--- src/rtl/pipe_ctrl.sv ---
// Pipeline hazard/stall controller: load-use and multi-cycle stalls, exception flush,
// multi-cycle timeout and a saturating stalled-cycle counter.
module pipe_ctrl #(
  parameter int unsigned MC_TIMEOUT = 64
) (
  input  logic        clk,
  input  logic        rst,
  input  logic        id_r1_en,
  input  logic        id_r2_en,
  input  logic [4:0]  id_r1_addr,
  input  logic [4:0]  id_r2_addr,
  input  logic        ex_is_load,
  input  logic [4:0]  ex_waddr,
  input  logic        ex_mc_start,
  input  logic        ex_mc_done,
  input  logic        mem_stallreq,
  input  logic        excp_req,
  input  logic [31:0] excp_vector,
  input  logic        id_jump_en,
  output logic [5:0]  stall,
  output logic        flush,
  output logic [31:0] flush_pc,
  output logic        jump_ok,
  output logic        mc_abort,
  output logic        mc_timeout,
  output logic [15:0] stall_cnt
);

  typedef enum logic [1:0] {StRun, StMcWait, StFlush} state_e;

  localparam logic [7:0] WaitLast = 8'(MC_TIMEOUT - 1);

  state_e      state_q, state_d;
  logic [7:0]  wait_q, wait_d;
  logic [31:0] vec_q, vec_d;
  logic [15:0] cnt_q;

  logic        load_use;
  logic [5:0]  stall_c;
  logic        flush_c;
  logic [31:0] flush_pc_c;
  logic        abort_c;
  logic        timeout_c;

  assign load_use = ex_is_load && (ex_waddr != 5'd0) &&
                    ((id_r1_en && (id_r1_addr == ex_waddr)) ||
                     (id_r2_en && (id_r2_addr == ex_waddr)));

  always_comb begin
    state_d    = state_q;
    wait_d     = wait_q;
    vec_d      = vec_q;
    stall_c    = 6'b000000;
    flush_c    = 1'b0;
    flush_pc_c = 32'h0;
    abort_c    = 1'b0;
    timeout_c  = 1'b0;

    if (excp_req) begin
      vec_d = excp_vector;
    end

    if (excp_req) begin
      stall_c = 6'b111111;
    end else if (state_q == StFlush) begin
      stall_c = 6'b000000;
    end else if (mem_stallreq) begin
      stall_c = 6'b011111;
    end else if (((state_q == StMcWait) && !ex_mc_done) ||
                 ((state_q == StRun) && ex_mc_start)) begin
      stall_c = 6'b001111;
    end else if (load_use) begin
      stall_c = 6'b000111;
    end

    case (state_q)
      StRun: begin
        // Held at zero so the count always starts fresh on entry to MC_WAIT.
        wait_d = 8'd0;
        if (excp_req) begin
          state_d = StFlush;
        end else if (ex_mc_start) begin
          state_d = StMcWait;
        end
      end
      StMcWait: begin
        wait_d = wait_q + 8'd1;
        if (excp_req) begin
          state_d = StFlush;
          abort_c = 1'b1;
        end else if (ex_mc_done) begin
          state_d = StRun;
        end else if (wait_q == WaitLast) begin
          state_d   = StRun;
          timeout_c = 1'b1;
        end
      end
      StFlush: begin
        wait_d     = 8'd0;
        flush_c    = 1'b1;
        flush_pc_c = vec_q;
        if (!excp_req) begin
          state_d = StRun;
        end
      end
      default: begin
        state_d = StRun;
        wait_d  = 8'd0;
      end
    endcase
  end

  always_ff @(posedge clk or posedge rst) begin
    if (rst) begin
      state_q <= StRun;
      wait_q  <= 8'd0;
      vec_q   <= 32'h0;
      cnt_q   <= 16'h0;
    end else begin
      state_q <= state_d;
      wait_q  <= wait_d;
      vec_q   <= vec_d;
      if (stall_c[0] && (cnt_q != 16'hFFFF)) begin
        cnt_q <= cnt_q + 16'd1;
      end
    end
  end

  // Outputs are forced low while reset is held, independent of the inputs.
  assign stall      = rst ? 6'b000000 : stall_c;
  assign flush      = rst ? 1'b0 : flush_c;
  assign flush_pc   = rst ? 32'h0 : flush_pc_c;
  assign jump_ok    = rst ? 1'b0 : (id_jump_en && !stall_c[2] && !flush_c);
  assign mc_abort   = rst ? 1'b0 : abort_c;
  assign mc_timeout = rst ? 1'b0 : timeout_c;
  assign stall_cnt  = cnt_q;

endmodule

--- config.mk ---
export PLATFORM = sky130hd
export DESIGN_NAME = pipe_ctrl
export DESIGN_NICKNAME = d
export VERILOG_FILES = /design/src/rtl/pipe_ctrl.sv
export SDC_FILE = /design/constraint.sdc
export NUM_CORES = 1
export LEC_CHECK = 0
export ABC_AREA = 1
export CAP_MARGIN = 20
export CORE_UTILIZATION = 45
export DETAILED_ROUTE_END_ITERATION = 16
export PLACE_DENSITY = 0.87
export SYNTH_ARGS = -nofsm -noshare
export SYNTH_HDL_FRONTEND = slang
export SYNTH_SLANG_ARGS = --single-unit
--- constraint.sdc ---
create_clock -name clk -period 2.6 [get_ports clk]
set_clock_uncertainty 0.15 [all_clocks]
set_input_delay 0.26 -clock clk [delete_from_list [all_inputs] [get_ports clk]]
set_output_delay 0.26 -clock clk [all_outputs]
set_load 0.01 [all_outputs]
# Word level (Yosys, flattened, before mapping)
# Index checks and enable logic that the tools add are counted.
# Widths: inputs -> output; s select.
[word_totals]
register_bits = 58
inputBits = 57
output_inout_bits = 58
[classes]
n_addsub = 2
eq_ne = 9
muxes = 27
n_reduce_logical = 17
[op_table]
columns = ["cell", "count"]
rows = [
  ["$mux 32", 2],
  ["$add 16x1->16 const B", 1],
  ["$ne 16x16->1 const B", 1],
  ["$mux 2", 6],
  ["$mux 6", 2],
  ["$mux 1", 11],
  ["$eq 5x5->1", 2],
  ["$mux 5", 2],
  ["$logic_and 1x1->1", 9],
  ["$add 8x1->8 const B", 1],
  ["$eq 8x6->1 const B", 1],
  ["$mux 8", 1],
  ["$pmux 2 s3", 1],
  ["$reduce_bool 5->1", 1],
  ["$mux 4", 1],
  ["$ne 4x3->1 const B", 1],
  ["$logic_not 1->1", 3],
  ["$mux 3", 1],
  ["$ne 3x3->1 const B", 1],
  ["$reduce_and 3->1", 1],
  ["$eq 2x1->1 const B", 1],
  ["$eq 2x2->1 const B", 1],
  ["$logic_not 2->1", 1],
  ["$logic_or 1x1->1", 2],
  ["$ne 2x2->1 const B", 1],
]

# Depth between registers and ports, before layout
# Gate-level depths: netlist (run 1).
[logic_depth]
word_depth = 13
depth_mapped = 14
mapped_depth_nobuf = 13

# Worst setup path before layout (run 1)
# No wires, ideal clock.
[synth_timing]
path_kind = "input port to output port"
startpoint = "in rst"
endpoint = "out stall[4]"
arrival_time_ns = 1.932
t_required_ns = 2.190
path_slack_ns = 0.258
path_stages = 3
n_path_buf = 0
path_cell_list = "inv_1 -> nand2_1 -> o21ai_0"
[synth_via]
elab_chain_len = 1
[synth_lines]
columns = ["item", "line_no", "rtl"]
rows = [
  ["start: declaration", "7", "input logic rst,"],
  ["$mux 6", "130", "assign stall = rst ? 6'b000000 : stall_c;"],
  ["end: declaration", "20", "output logic [5:0] stall,"],
]
# Every way passes these cells.

# Worst setup path after layout (run 1)
[layout_timing]
startpoint = "reg state_q[0]"
endpoint = "out flush_pc[17]"
[layout_via]
elab_chain_len = 3
[layout_lines]
columns = ["item", "line_no", "rtl"]
rows = [
  ["start: declaration", "33", "state_e state_q, state_d;"],
  ["start signal: assignment", "115", "state_q <= StRun;"],
  ["start signal: assignment", "120", "state_q <= state_d;"],
  ["$eq 2x2->1", "76", "case (state_q)"],
  ["$mux 32", "76", ""],
  ["$mux 32", "132", "assign flush_pc = rst ? 32'h0 : flush_pc_c;"],
  ["end: declaration", "22", "output logic [31:0] flush_pc,"],
]
# Every way passes these cells.

==> results of run 1 <==
[cell type report]
class                           instances  area [sq um]
Clock buffer                           11           141
Clock inverter                          5          77.6
Fill cell                             520          1950
Inverter                               68           255
Multi-Input combinational cell        288          1360
Sequential cell                        58          1450
Tap cell                               77          96.3
Timing Repair Buffer                  120          1200
[state kept, by name (all words and copies together) (netlist names)]
| name | flops |
|---|---|
| vec_q | 32 |
| stall_cnt | 16 |
| wait_q | 8 |
| state_q | 2 |
[synthesized netlist by cell type (all sizes together)]
| master | instances |
|---|---|
| ha | 2 |
| o21ai | 34 |
| nand4 | 3 |
| clkbuf | 10 |
| a21oi | 4 |
| dfrtp | 58 |
| xnor2 | 6 |
| buf | 5 |
| inv | 67 |
| a211oi | 1 |
| o31ai | 2 |
| nor2 | 67 |
| clkinv | 1 |
| nor3 | 7 |
| nand2 | 120 |
| nor3b | 4 |
| xor2 | 8 |
| nand3 | 30 |
[power by group]
part	internal, uW	switching [uW]
combinational	278	266
sequential	986	63.2
clock	562	362
[kinds of logic after synthesis]
group                      count (synthesis)  share of synthesized area, %
DFF                                       58                          46.5
AOI/OAI and AO/OA                         41                          6.97
adders and majority gates                  2                         0.801
buffers and inverters                     83                          10.5
and+or+nand+nor                          231                          31.3
xor gates and xnor gates                  14                          3.93
[per-layer routing]
| metal | vias to the layer above | wire length, microns |
|---|---|---|
| met1 | 1423 | 3270 |
| met4 | 0 | 167 |
| met2 | 129 | 3660 |
| met3 | 11 | 672 |
| li1 | 1545 | - |
| met5 | - | 0 |
[stage by stage]
step | area (sq um) | setup WS [ps] | power, uW | instances | util [%]
final | 4580 | 121 | 2520 | 627 | 70.2
after global routing | 4580 | 11.1 | 2650 | 627 | 70.2
after CTS | 4540 | 12.1 | 2530 | 626 | 69.5
after detailed placement | 4320 | -8.90 | 1610 | 610 | 66.1
after global placement | 4320 | 50.0 | 1590 | 610 | 66.1
after floorplan | 3120 | 258 | 1320 | 429 | -
[how the worst max path moves through the flow]
stage | start | endpoint | slack [ps] | cells after the start
after global routing | state_q[1] | flush_pc[17] | 10 | 8
after floorplan | rst | stall[4] | 260 | 3
final | state_q[0] | flush_pc[17] | 120 | 7
after detailed placement | ex_waddr[4] | stall[2] | -9 | 12
after global placement | ex_waddr[4] | stall[0] | 50 | 12
after CTS | ex_waddr[4] | stall[1] | 10 | 12
[worst max-delay path, delay by kind of cell, from the launching register on]
family	cells	cell delay, ps
flops	1	460
simple gates	3	400
buf+inv	4	860
[timing repair]
action / 4_1_cts / 5_1_grt
setup buffers: 0 / 1
gates cloned: 0 / 0
resized for setup: 8 / 13
setup endpoints to repair: 35 / 32
hold endpoints to repair: 0 / 0
==> impl_metrics.ini, run 1 <==
[run_status]
status = finished clean

[layout]
final_net_count = 604
mostFrequentLayoutCell = nand2_1
area_growth_pct = 46.8
drive_gt1_share_pct = 6.55
mostFrequentLayoutCells = nand2_1 (117), clkdlybuf4s50_1 (100), inv_1 (65), nor2_1 (62), dfrtp_1 (58)
diodes = 0

[synth]
postSynthCellCount = 429
syn-num-nets = 488
netlist_top_cells_area = dfrtp_1 (46%), nand2_1 (14%), inv_1 (8.1%)
syn_area_sq_um = 3120
ys_seq_area_share_pct = 46.5
synth_top_area_share_pct = 46.5
ys_seq_elements = 58
synth_top_area_cell = dfrtp_1
synth.avg_cell_area_sq_um = 7.28
synth_cell_type_count = 25
yosys_warnings = 0

[grt]
grt_overflow = 0
grt_pass1_wl_microns = 13200
grtUsageMet1_pct = 26.8
grtUsageTotal_pct = 23.1
grt_max_degree = 65
globalRouteMet3Util_pct = 6.52
first_global_vias = 3061
grt_antenna_before_repair = 0
grt_use_met2_pct = 39.5
grt_busiest_layer = met2

[die]
io_pins = 115
die_h_microns = 85.3
row_count = 29
dieArea_sq_um = 7280
die_w_microns = 85.3
design.core.area_sq_um = 6530
initial_core_util_pct = 47.8

[timing]
period_needed_ps = 2480
grt_setup_unrepaired = false
worstMarginPinSlew_ps = 499
hold_viol_final = 0
finalSetupViolCount = 0
setup_tns_ps = 0
fmax_ghz = 0.403
fin_crit_sh_pct = 95.4
drv_slew = 0
hold_slack_ps = 151
slew_headroom_pct = 66.7

[hold_path]
min_path_cells = 3
hp-class = input port to flop
min_from = excp_req
holdPathEnd = state_q[1]

[critical_path]
reg2reg_to = stall_cnt[5]
crit_path_end_kind = output pin
slowest_delay_ps = 550
r2r-start = stall_cnt[0]
crit_chain = nor2_4 > inv_2 > nor2_2 > inv_1 > buf_6 > nor2_1 > clkdlybuf4s50_1
start_kind = flop
arrival_ps = 2070
cp_max_fo = 32
r2r_cells = 9
crit_type = flop to output pin
critPathRequiredTime_ps = 2190
critPathSlowestCell = clkdlybuf4s50_1
reg2reg_setup_slack_ps = 540

[power]
p_leak_uw = 0.00234
power_density_nw_per_um2 = 549
vdd_drop_max_uv = 420

[clocking]
cts_buffers = 9
clkLatencyLatePin_ps = 340
cts_sinks = 58
postCtsHoldBufs = 0
tritoncts = built
htree_levels = 3
cts_root_buf = clkbuf_8
clk_path_buf_depth = 2
path_clk_slew_ps = 60

[route]
drt_first_pass_iters = 4
wl_per_cell_microns = 12.4
post_drt_via_cell_ratio = 4.96
drt_iter0_drc = 155
routed_wl_microns = 7770
drtAntennaViolNets = 0
drc = 0
vias = 3108

[placed_design]
hpwl_microns = 5650
io_buffers = 114
gp_congestion = 0.857

[flow_run]
maxCapViolations = 0
Power figures use the tool's default switching activity.
==> inputs of run 2 (changes only) <==
ABC_AREA = default   (was 1)
CORE_UTILIZATION = 44   (was 45)
==> run 2 against run 1 <==
Net effect:
- critical path depth shrank 1
- design area shrank 4.0%
- register-to-register slack lost 180 ps
- clock power shrank 7.2%
- setup slack lost 25 ps
- sequential share of layout area grew 1.3 points
- critical path type is now input port to output pin
- largest cell class unchanged
==> impl_metrics.ini, run 2 <==
[critical_path]
crit_path_end_kind = output pin
crit_chain = clkdlybuf4s50_1 > or4_1 > o211ai_2 > o21ai_4 > and2_2 > dlygate4sd2_1
crit_type = input port to output pin
arrival_ps = 2090
slowest_delay_ps = 550
critPathRequiredTime_ps = 2190
cp_max_fo = 3
start_kind = input port
critPathSlowestCell = or4_1

[timing]
drv_slew = 0
grt_setup_unrepaired = false
slew_headroom_pct = 73.2
worstMarginPinSlew_ps = 401
fmax_ghz = 0.399
finalSetupViolCount = 0
period_needed_ps = 2500
hold_viol_final = 0
fin_crit_sh_pct = 96.3

[die]
row_count = 29
design.core.area_sq_um = 6390
initial_core_util_pct = 46.0
dieArea_sq_um = 7000
die_h_microns = 83.7
io_pins = 115
die_w_microns = 83.7

[grt]
grt_pass1_wl_microns = 11500
grt_overflow = 0
grt_max_degree = 34
grtUsageTotal_pct = 20.8
first_global_vias = 2382
grt_antenna_before_repair = 0

[run_status]
status = finished clean

[synth]
synth_mux_area_share_pct = 12.8
syn_area_sq_um = 2940
synthAdderAreaFrac_pct = 0.852
synth_compound_area_share_pct = 4.47
synthXorXnorAreaFrac_pct = 8.61
ys_seq_area_share_pct = 49.4
async_flop_share_pct = 100
synth_edf_count = 0
synth-simple-area-share_pct = 20.9
synth_top_area_share_pct = 49.4
ys.flop_type = dfrtp_1
synth_most_common_cell = dfrtp_1
synth_top_family_by_area = simple AND/OR/NAND/NOR gates
yosys_warnings = 0
synth.avg_cell_area_sq_um = 11.7
synth_top_area_cell = dfrtp_1
netlist_top_cells_area = dfrtp_1 (49%), mux2_2 (12%), and2_1 (6.8%)
postSynthCellCount = 251
syn-num-nets = 310
ys_seq_elements = 58
synth_cell_type_count = 45
synth_commonest_cells = dfrtp_1 (58), and2_1 (32), mux2_2 (32), nor2_1 (15), xnor2_1 (15)

[placed_design]
place_area_sq_um = 4180
hpwl_microns = 5000
io_buffers = 114
gp_congestion = 0.763

[layout]
regMostFlops = vec_q
seq_area_sq_um = 1450
n_fill_cell = 482
final_net_count = 432
mostFrequentLayoutCells = clkdlybuf4s50_1 (107), dfrtp_1 (58), mux2_2 (32), and2_1 (32), xnor2_1 (15)
final_core_util_pct = 68.9
drive_gt1_share_pct = 21.0
final_cell_area_sq_um = 4400
mostFrequentLayoutCell = clkdlybuf4s50_1
multi_input_area_sq_um = 1420
largest_reg_flops = 32
diodes = 0
area_growth_pct = 49.9

[clocking]
path_clk_slew_ps = 60
htree_levels = 3
cts_root_buf = clkbuf_8
cts_sinks = 58
tritoncts = built
clk_path_buf_depth = 2
cts_buffers = 9
clkLatencyLatePin_ps = 340

[power]
vdd_drop_max_uv = 564
p_leak_uw = 0.00184
power_density_nw_per_um2 = 594

[route]
drtAntennaViolNets = 0
wl_per_cell_microns = 15.2
drt_first_pass_iters = 4
vias = 2299
post_drt_via_cell_ratio = 5.06
drt_iter0_drc = 93
routed_wl_microns = 6920
drc = 0

[flow_run]
maxCapViolations = 0

[hold_path]
hp-class = input port to flop
==> run 2: layout make-up <==
class | instances | share of cell area [%]
repair buffers | 124 | 27.7
well taps | 77 | 2.19
multi-input cells | 177 | 32.3
clock buffers | 13 | 3.84
clock inverters | 2 | 0.796
flip-flops and latches | 58 | 33.0
inverters | 3 | 0.256
==> run 2: path summary, 6_finish.rpt <==
check / from / to / slack (ps) / depth (start not counted)
setup reg to reg: stall_cnt[0] / stall_cnt[1] / 360 / 7
hold reg to reg: wait_q[0] / wait_q[0] / 320 / 1
max in group asynchronous: rst / vec_q[22] / 1570 / 3
min in group asynchronous: rst / stall_cnt[12] / 400 / 3
hold / removal: excp_req / state_q[1] / 200 / 2
setup / recovery: ex_waddr[1] / stall[2] / 100 / 6
==> run 2: metrics by stage <==
stage	worst slack [ps]	total power [uW]	hold slack, ps	instances	TNS, ps
2_1_floorplan	156	1420	262	251	0
3_3_place_gp	-75.6	1730	296	439	-254
3_5_place_dp	-132	1770	307	439	-433
4_1_cts	36.9	2650	183	454	0
5_1_grt	15.1	2740	199	454	0
6_report	95.3	2620	197	454	0
==> run 2: per-layer routing <==
metal  track usage, %  part of all wire [%]  up-vias
met5                0                     0        -
met4             8.32                   1.5        0
met3             7.62                   8.6       11
met2             33.0                    47       99
met1             25.9                    43     1083
li1                 -                     -     1106
==> run 2: kinds of logic (layout without fill, tap and decap cells) <==
kind of cell | count (synthesis) | after routing
multiplexers | 33 | 33
AO/OA/AOI/OAI | 14 | 14
adder cells (fa/ha/maj) | 2 | 2
buffers and inverters | 16 | 142
XOR/XNOR | 28 | 28
flip-flops | 58 | 58
AND/OR/NAND/NOR | 100 | 100
==> run 2: power by group <==
| part | switching (uW) | internal (uW) | total, uW |
|---|---|---|---|
| registers | 107 | 1010 | 1120 |
| logic | 245 | 393 | 638 |
| clock network | 343 | 515 | 858 |
| total | 694 | 1920 | 2620 |
==> run 2: timing repair <==
item                       CTS  global route
setup endpoints to repair    6            25
pin swaps                    1             1
hold endpoints to repair     0             0
setup buffers                0             0
hold buffers                 0             0
resized for setup            8             2
==> run 2: worst max-delay path, delay by kind of cell <==
kind	cells	cell delay (ps)
buffers and inverters	2	750
AND/OR/NAND/NOR	2	750
AO/OA/AOI/OAI	2	330
==> inputs of run 3 (changes only) <==
CELL_PAD_IN_SITES_DETAIL_PLACEMENT = 0   (was default)
CELL_PAD_IN_SITES_GLOBAL_PLACEMENT = 1   (was default)
CORE_UTILIZATION = 33   (was 44)
PLACE_DENSITY = 0.86   (was 0.87)
==> run 3 against run 2 <==
Net effect:
- design area increased by 0.63%
- total power decreased by 7.0%
- largest power group unchanged
- sequential power about the same
- critical path type unchanged
- setup slack got worse by 23 ps
==> impl_metrics.ini, run 3 (synthesis gave the netlist of run 2 again) <==
[layout]
final_net_count = 437
final-instance-count-excl-fill = 489
largest_reg_flops = 32
diodes = 0
mostFrequentLayoutCell = clkdlybuf4s50_1
drive_gt1_share_pct = 21.8
area_growth_pct = 50.9
regMostFlops = vec_q
n_fill_cell = 800
mostFrequentLayoutCells = clkdlybuf4s50_1 (107), dfrtp_1 (58), mux2_2 (32), and2_1 (32), xnor2_1 (15)

[placed_design]
hpwl_microns = 4920
io_buffers = 114
gp_congestion = 0.740
dp.cells = 472
dp_slack_ps = -211

[die]
io_pins = 115
die_w_microns = 96.3
design.core.area_sq_um = 8680
row_count = 34
die_h_microns = 96.3
dieArea_sq_um = 9280
initial_core_util_pct = 33.8

[critical_path]
arrival_ps = 2120
crit_type = input port to output pin
slowest_delay_ps = 560
crit_path_end_kind = output pin
start_kind = input port
cp_max_fo = 3
critPathRequiredTime_ps = 2190
crit_chain = clkdlybuf4s50_1 > or4_1 > o211ai_2 > o21ai_4 > and2_2 > dlygate4sd2_1
critPathSlowestCell = or4_1
reg2reg_setup_slack_ps = 340

[route]
wl_per_cell_microns = 14.1
drt_iter0_drc = 73
drc = 0
vias = 2315
post_drt_via_cell_ratio = 4.73
drtAntennaViolNets = 0
drt_first_pass_iters = 4
routed_wl_microns = 6870

[power]
power_uw = 2430
vdd_drop_max_uv = 330
p_leak_uw = 0.00182
power_density_nw_per_um2 = 549

[timing]
fin_crit_sh_pct = 97.2
worstMarginPinSlew_ps = 744
hold_viol_final = 0
drv_slew = 0
fin_ws_ps = 72.0
slew_headroom_pct = 50.4
period_needed_ps = 2530
finalSetupViolCount = 0
fmax_ghz = 0.396
grt_setup_unrepaired = true

[grt]
grtUsageTotal_pct = 16.0
grt_pass1_wl_microns = 11100
grt_max_degree = 59
grt_overflow = 0
first_global_vias = 2411
grt_antenna_before_repair = 0

[hold_path]
hp-class = input port to flop

[flow_run]
maxCapViolations = 0

[run_status]
status = finished clean

[clocking]
path_clk_slew_ps = 60
tritoncts = built
htree_levels = 3
cts_sinks = 58
cts_buffers = 9
postCtsHoldBufs = 0
clkLatencyLatePin_ps = 330
clk_path_buf_depth = 2
cts_root_buf = clkbuf_8
run 3: repair_timing:
action                     in CTS  in global routing
buffers inserted                2                  1
pin swaps                       4                  1
setup endpoints to repair       5                 11
gates resized for setup         8                  2
run 3: worst max-delay path: cells and delay by family:
kind / cells / cell delay [ps]
compound gates: 2 / 340
buf+inv: 2 / 740
simple gates: 2 / 760
run 3: cell type report:
type                            count  area (sq um)  share of cell area, %
Clock inverter                      3          17.5                  0.395
Clock buffer                       11           141                   3.19
Sequential cell                    58          1450                   32.8
Multi-Input combinational cell    177          1420                   32.1
Tap cell                          108           135                   3.05
Inverter                            3          11.3                  0.254
Timing Repair Buffer              129          1250                   28.3
run 3: worst paths after layout:
check / cells past startpoint / endpoint / from
max reg2reg: 7 / stall_cnt[5] / stall_cnt[0]
max: 6 / stall[2] / ex_waddr[1]
max in group asynchronous: 4 / vec_q[16] / rst
min: 2 / state_q[0] / excp_req
min reg2reg: 1 / wait_q[0] / wait_q[0]
min in group asynchronous: 4 / stall_cnt[14] / rst
run 3: power by group:
part           total, uW  switching, uW  internal, uW  leakage [uW]
clock network        691            334           357     0.0000810
registers           1110           97.0          1010      0.000720
logic                631            235           397       0.00102
run 3: metrics by stage:
step	area [sq um]	util [%]	hold WS (ps)	setup TNS [ps]
global route	4430	51.1	61.6	-13.2
finish	4430	51.1	58.5	0
detailed placement	4240	48.8	309	-739
global placement	4240	48.8	296	-329
CTS	4410	50.9	30.2	0
floorplan	2940	-	262	0
run 3: layer usage:
metal  track usage, %  vias up  wire, microns
met5                0        -              0
met4             6.62        0            125
met3             6.56       12            717
met2             27.3       84           3240
met1             17.5     1106           2790
li1                 -     1113              -
